File: src/rtl/shift_arbiter.sv
// shift_arbiter
//   Two requesters share one barrel-shift unit. A round-robin arbiter picks
//   at most one operation per cycle and its result lands in a single
//   output register one cycle later.
//
//   Shift operations (op): 00 SLL, 01 SRL, 10 SRA, 11 ROL.
//   All four operations go through one left-shift network of log2(N)
//   stages:
//     - Right shifts bit-reverse the operand first and bit-reverse the
//       result again afterwards.
//     - Each stage chooses which bits enter at the vacated LSB end:
//         * zeros for SLL/SRL,
//         * the sign bit for SRA,
//         * the bits just shifted out for ROL.
//       With that choice the same network also performs the rotate.
//
// Handshake:
//   A transfer happens on any edge where valid & ready are both high.
//   - A requester may change its inputs freely until it is accepted.
//   - Ready may depend combinationally on valid and on rsp_ready.
//   - The producer of a valid response holds it until it is accepted.
//
// Ports:
//   clk, rst                    clock, synchronous active-high reset
//   req_valid_r / req_ready_r   request handshake, r = 0, 1
//   req_x_r                     N-bit operand
//   req_d_r                     D_WIDTH-bit unsigned shift distance
//   req_op_r                    2-bit operation code
//   rsp_valid / rsp_ready       result handshake
//   rsp_z                       N-bit result
//   rsp_id                      index of the requester that produced rsp_z
//   grant_cnt_r                 16-bit saturating count of acceptances
module shift_arbiter #(
  parameter int N       = 32,
  parameter int D_WIDTH = $clog2(N)
) (
  input  logic               clk,
  input  logic               rst,
  input  logic               req_valid_0,
  input  logic               req_valid_1,
  output logic               req_ready_0,
  output logic               req_ready_1,
  input  logic [N-1:0]       req_x_0,
  input  logic [N-1:0]       req_x_1,
  input  logic [D_WIDTH-1:0] req_d_0,
  input  logic [D_WIDTH-1:0] req_d_1,
  input  logic [1:0]         req_op_0,
  input  logic [1:0]         req_op_1,
  output logic               rsp_valid,
  input  logic               rsp_ready,
  output logic [N-1:0]       rsp_z,
  output logic               rsp_id,
  output logic [15:0]        grant_cnt_0,
  output logic [15:0]        grant_cnt_1
);

  localparam logic [1:0] OP_SRL = 2'b01;
  localparam logic [1:0] OP_SRA = 2'b10;
  localparam logic [1:0] OP_ROL = 2'b11;

  // ---------------------------------------------------------------------
  // Arbitration
  // ---------------------------------------------------------------------
  logic prio;
  logic slot_free;
  logic gnt_any;
  logic gnt_id;

  always_comb begin
    slot_free = !rsp_valid || rsp_ready;
    // A cycle with reset high never accepts a request.
    gnt_any   = (req_valid_0 || req_valid_1) && slot_free && !rst;
    // On contention the pointer decides.
    // Otherwise the grant goes to whichever requester is valid.
    gnt_id    = (req_valid_0 && req_valid_1) ? prio : req_valid_1;
  end

  assign req_ready_0 = gnt_any && !gnt_id;
  assign req_ready_1 = gnt_any &&  gnt_id;

  // ---------------------------------------------------------------------
  // Operand selection and pre-reversal
  // ---------------------------------------------------------------------
  logic [N-1:0]       sel_x;
  logic [D_WIDTH-1:0] sel_d;
  logic [1:0]         sel_op;
  logic               is_right;
  logic               is_rol;
  logic               fill_bit;
  logic [N-1:0]       sh_in;

  always_comb begin
    sel_x    = gnt_id ? req_x_1  : req_x_0;
    sel_d    = gnt_id ? req_d_1  : req_d_0;
    sel_op   = gnt_id ? req_op_1 : req_op_0;
    is_right = (sel_op == OP_SRL) || (sel_op == OP_SRA);
    is_rol   = (sel_op == OP_ROL);
    fill_bit = (sel_op == OP_SRA) && sel_x[N-1];
    sh_in    = sel_x;
    if (is_right) begin
      for (int i = 0; i < N; i++) sh_in[i] = sel_x[N-1-i];
    end
  end

  // ---------------------------------------------------------------------
  // Shared left-shift network.
  // Stage k shifts by 2^k. Shift amounts of N or more push every
  // original bit out:
  //   - SLL/SRL end up all zero.
  //   - SRA ends up as copies of the sign bit.
  // For ROL, the per-stage rotations add up to d mod N on their own.
  // ---------------------------------------------------------------------
  for (genvar k = 0; k < D_WIDTH; k++) begin : g_stage
    localparam int S = 1 << k;
    logic [N-1:0] stg_in;
    logic [N-1:0] stg_out;
    logic [S-1:0] wrap_bits;

    if (k == 0) begin : g_first
      assign stg_in = sh_in;
    end else begin : g_next
      assign stg_in = g_stage[k-1].stg_out;
    end

    assign wrap_bits = is_rol ? stg_in[N-1 -: S] : {S{fill_bit}};
    assign stg_out   = sel_d[k] ? {stg_in[N-1-S:0], wrap_bits} : stg_in;
  end

  logic [N-1:0] sh_out;
  logic [N-1:0] result;

  assign sh_out = g_stage[D_WIDTH-1].stg_out;

  always_comb begin
    result = sh_out;
    if (is_right) begin
      for (int i = 0; i < N; i++) result[i] = sh_out[N-1-i];
    end
  end

  // ---------------------------------------------------------------------
  // Result register, priority pointer and grant counters
  // ---------------------------------------------------------------------
  always_ff @(posedge clk) begin
    if (rst) begin
      rsp_valid   <= 1'b0;
      rsp_z       <= '0;
      rsp_id      <= 1'b0;
      prio        <= 1'b0;
      grant_cnt_0 <= '0;
      grant_cnt_1 <= '0;
    end else if (gnt_any) begin
      // A new acceptance always overwrites the register.
      // slot_free guarantees the old result is either empty or being
      // consumed on this same edge.
      rsp_valid <= 1'b1;
      rsp_z     <= result;
      rsp_id    <= gnt_id;
      prio      <= !gnt_id;
      if (!gnt_id) begin
        if (grant_cnt_0 != 16'hFFFF) grant_cnt_0 <= grant_cnt_0 + 16'd1;
      end else begin
        if (grant_cnt_1 != 16'hFFFF) grant_cnt_1 <= grant_cnt_1 + 16'd1;
      end
    end else if (rsp_valid && rsp_ready) begin
      rsp_valid <= 1'b0;
    end
  end

endmodule

File: config.mk
export PLATFORM = sky130hd
export DESIGN_NAME = shift_arbiter
export DESIGN_NICKNAME = d
export VERILOG_FILES = /design/src/rtl/shift_arbiter.sv
export SDC_FILE = /design/constraint.sdc
export NUM_CORES = 1
export LEC_CHECK = 0
export CAP_MARGIN = 30
export CORE_AREA = 4 4 132 134
export DETAILED_ROUTE_END_ITERATION = 7
export DIE_AREA = 0 0 136 138
export PLACE_DENSITY = 0.89
export RECOVER_POWER = 50
export SYNTH_ARGS = -nofsm -noshare
export SYNTH_HDL_FRONTEND = slang
export SYNTH_SLANG_ARGS = --single-unit
File: constraint.sdc
create_clock -name clk -period 5.2 [get_ports clk]
set_input_delay 1.04 -clock clk [delete_from_list [all_inputs] [get_ports clk]]
set_output_delay 1.04 -clock clk [all_outputs]
set_load 0.02 [all_outputs]
==> flow_summary_export.csv, run 1 <==
group,metric,value,unit
global_routing,grt-ovfl-total,0,
yosys,synth_area,8800,sq um
clocking,post-cts-setup-buffers,0,
sta,tightest_slew,2.84,ns
yosys,synthCells,1026,
drt,avgRoutedWirePerCell,24.5,um
yosys,synth-edff-count,0,
sta,fin_crit,4.58,ns
floorplan,ios,151,
min_path,hp-class,"flip-flop to flip-flop",
global_routing,grt_max_degree,78,
clocking,cts_sinks,67,
power_and_ir_drop,ir_worst_vdd,0.166,mV
power_and_ir_drop,p_comb_share,53.8,%
setup_path,cp_max_fo,54,
power_and_ir_drop,power_density,245,nW/um^2
global_routing,grt_pass1_vias,9109,
yosys,syn_area_per_cell,8.57,sq um
run_status,violations,"capacitance limit, slew limit",
sta,finalSetupViolations,0,
floorplan,core,16300,sq um
clocking,cts-root-buf,"clkbuf_16",
setup_path,critical_path_required,5.27,ns
place,gp_congestion,1.12,
sta,fin_crit_sh,88.1,%
power_and_ir_drop,p_leak,4.04,nW
power_and_ir_drop,p_int,1.52,mW
yosys,synth.distinct_cells,82,
sta,slew_viol_final,69,
power_and_ir_drop,p_sw,1.08,mW
power_and_ir_drop,pwr-share-seq,22.5,%
drt,initialDrtViolationCount,1347,
drt,vias,9684,
run_status,outcome,"complete, but fails checks",
power_and_ir_drop,p_clk_share,23.8,%
clocking,cts_tree,"built",
drt,drt_pass1_iterations,6,
drt,drtAntennaViolNets,0,
global_routing,grt_usage,34.2,%
global_routing,grt_pass1_wl,51600,um
power_and_ir_drop,finalPower,2.60,mW
setup_path,critPathCaptureType,"flip-flop",
finish,syn2layout_area_growth,20.6,%
finish,nFillCells,1349,
sta,fin_tns_setup,0,ns
drt,routed_wirelength,33000,um
finish,multi_input_area,6840,sq um
drt,via_per_inst,7.17,
sta,finalClockSkew,0.00813,ns
clocking,insertion_delay,0.34,ns
sta,rsz0062_at_grt,"no",
floorplan,dieArea,18800,sq um
floorplan,fp.dieW,136,um
finish,final_nets,1212,
clocking,numCtsBuffers,9,
sta,hold_viol_final,0,
setup_path,critical_path_class,"primary input to flip-flop",
yosys,yosys_warnings,0,
clocking,postCtsHoldBufs,0,
sta,holdWs,0.483,ns
sta,slew_headroom,-89.2,%
sta,clock.fmax,218,MHz
power_and_ir_drop,switching_share,41.5,%
finish,mostFrequentLayoutCells,"nor2_1 (95), nand2_1 (81), clkdlybuf4s50_1 (81)",
yosys,ys_async_sr_fraction,0,%
yosys,syn_nets,1113,
yosys,synthFlopType,"dfxtp_1",
place,post-dp-hpwl,24900,um
setup_path,cp.arrival,4.65,ns
finish,final_util,65.1,%
clocking,cts_max_path_buffers,2,
floorplan,num_rows,47,
clocking,post_cts_resized,0,
job,maxCapViolations,1,
place,place.port_buffers,150,
clocking,cts.htree.levels,3,
setup_path,worstSetupStartpointType,"primary input",
yosys,ys_ff_latch,67,
floorplan,initial_utilization,54.0,%
finish,layout_commonest_cell,"nor2_1",
finish,drive_gt1_share,17.8,%
finish,antenna_cells,0,
clocking,clkTransAtPathRegs,0.06,ns
finish,seq_area,1340,sq um
floorplan,die_h,138,um
global_routing,antenna_found_initial,0,
drt,drc,0,
yosys,ys_seq_area_share,15.2,%
## registers in the layout, indices dropped and copies added, names as in the netlist
signal	flops
grant_cnt_0	16
rsp_id	1
rsp_valid	1
rsp_z	32
prio	1
grant_cnt_1	16
## synthesized netlist by cell type (8+ instances only)
master | instances | area, sq um
a21oi_1 | 52 | 260
nand2b_1 | 12 | 75.1
buf_6 | 10 | 113
mux4_2 | 64 | 1440
nand3_1 | 26 | 130
nor2b_1 | 18 | 113
a221oi_1 | 22 | 193
mux2_2 | 42 | 473
buf_2 | 37 | 185
o211ai_1 | 10 | 75.1
mux2i_1 | 66 | 661
nand3b_1 | 19 | 143
clkbuf_1 | 32 | 120
buf_1 | 9 | 33.8
xnor2_1 | 9 | 78.8
nor3_1 | 23 | 115
nor2_1 | 96 | 360
and3_1 | 8 | 50.1
dfxtp_1 | 67 | 1340
a21o_1 | 10 | 75.1
o21ai_0 | 36 | 180
nand4_1 | 19 | 119
a221o_1 | 8 | 80.1
a211oi_1 | 25 | 188
o21ai_1 | 12 | 60.1
a31oi_1 | 13 | 81.3
inv_1 | 9 | 33.8
buf_4 | 14 | 105
o221ai_1 | 19 | 166
a31o_1 | 8 | 70.1
xor2_1 | 22 | 193
nand2_1 | 81 | 304
## path summary, 6_finish.rpt
path | start | depth (start not counted) | slack [ns] | endpoint
worst max-delay path | req_valid_0 | 15 | 0.62 | rsp_z[10]$_SDFFE_PP0P_
worst min-delay path | rsp_id$_SDFFE_PP0P_ | 2 | 0.48 | rsp_id$_SDFFE_PP0P_
worst max register to register | prio$_SDFFE_PP0P_ | 14 | 1.44 | rsp_z[10]$_SDFFE_PP0P_
worst min register to register | rsp_id$_SDFFE_PP0P_ | 2 | 0.48 | rsp_id$_SDFFE_PP0P_
## cell families after synthesis
family / synth area share (%)
AOI/OAI and AO/OA: 24.1
adders and majority gates: 0.569
muxes: 30.6
xor gates and xnor gates: 3.09
DFF: 15.2
and+or+nand+nor: 19.1
buffers and inverters: 7.25
## per-stage QoR
stage	cell area, sq um	cells	setup slack [ns]
final	10600	1350	0.620
after CTS	10600	1350	0.750
after floorplan	8800	1026	0.723
after global routing	10600	1350	0.349
after global placement	10300	1334	0.478
after detailed placement	10300	1334	0.422
## layout make-up
type | instances | area share [%]
Clock inverter | 7 | 0.708
Clock buffer | 9 | 2.12
Sequential cell | 67 | 12.6
Tap cell | 220 | 2.59
Inverter | 11 | 0.389
Timing Repair Buffer | 192 | 17.0
Multi-Input combinational cell | 844 | 64.5
## layer usage
layer  global-route usage, %  part of all wire (%)  up-vias
met5                       0                     0        -
met4                    13.2                   4.6        0
met3                    8.18                    12      152
met2                    53.4                    45      760
met1                    46.0                    38     4545
li1                        -                     -     4227
## worst max-delay path: stages
cell,delay (ns)
clkdlybuf4s50_1,0.46
and2b_4,0.20
nor2_4,0.18
nand2_1,0.08
nand2_1,0.09
ha_2,0.30
buf_12,0.21
or4_1,0.52
o31a_1,0.15
o2111a_1,0.15
a211o_1,0.36
a221oi_1,0.47
a21oi_1,0.13
mux2i_1,0.19
a211oi_1,0.10
## power groups by stage
stage,logic [mW],registers (mW),clock network (mW)
floorplan,0.854,0.646,0
global placement,1.35,0.593,0
detailed placement,1.36,0.596,0
CTS,1.37,0.586,0.626
global route,1.47,0.589,0.652
finish,1.40,0.584,0.618
(Power assumes the default switching activity.)
==> run 2, diff against run 1 <==
Settings changed: CTS_CLUSTER_DIAMETER set to 100.
==> results of run 2 <==
Same layout as run 1: the final DEF is identical, and so are final timing and power.
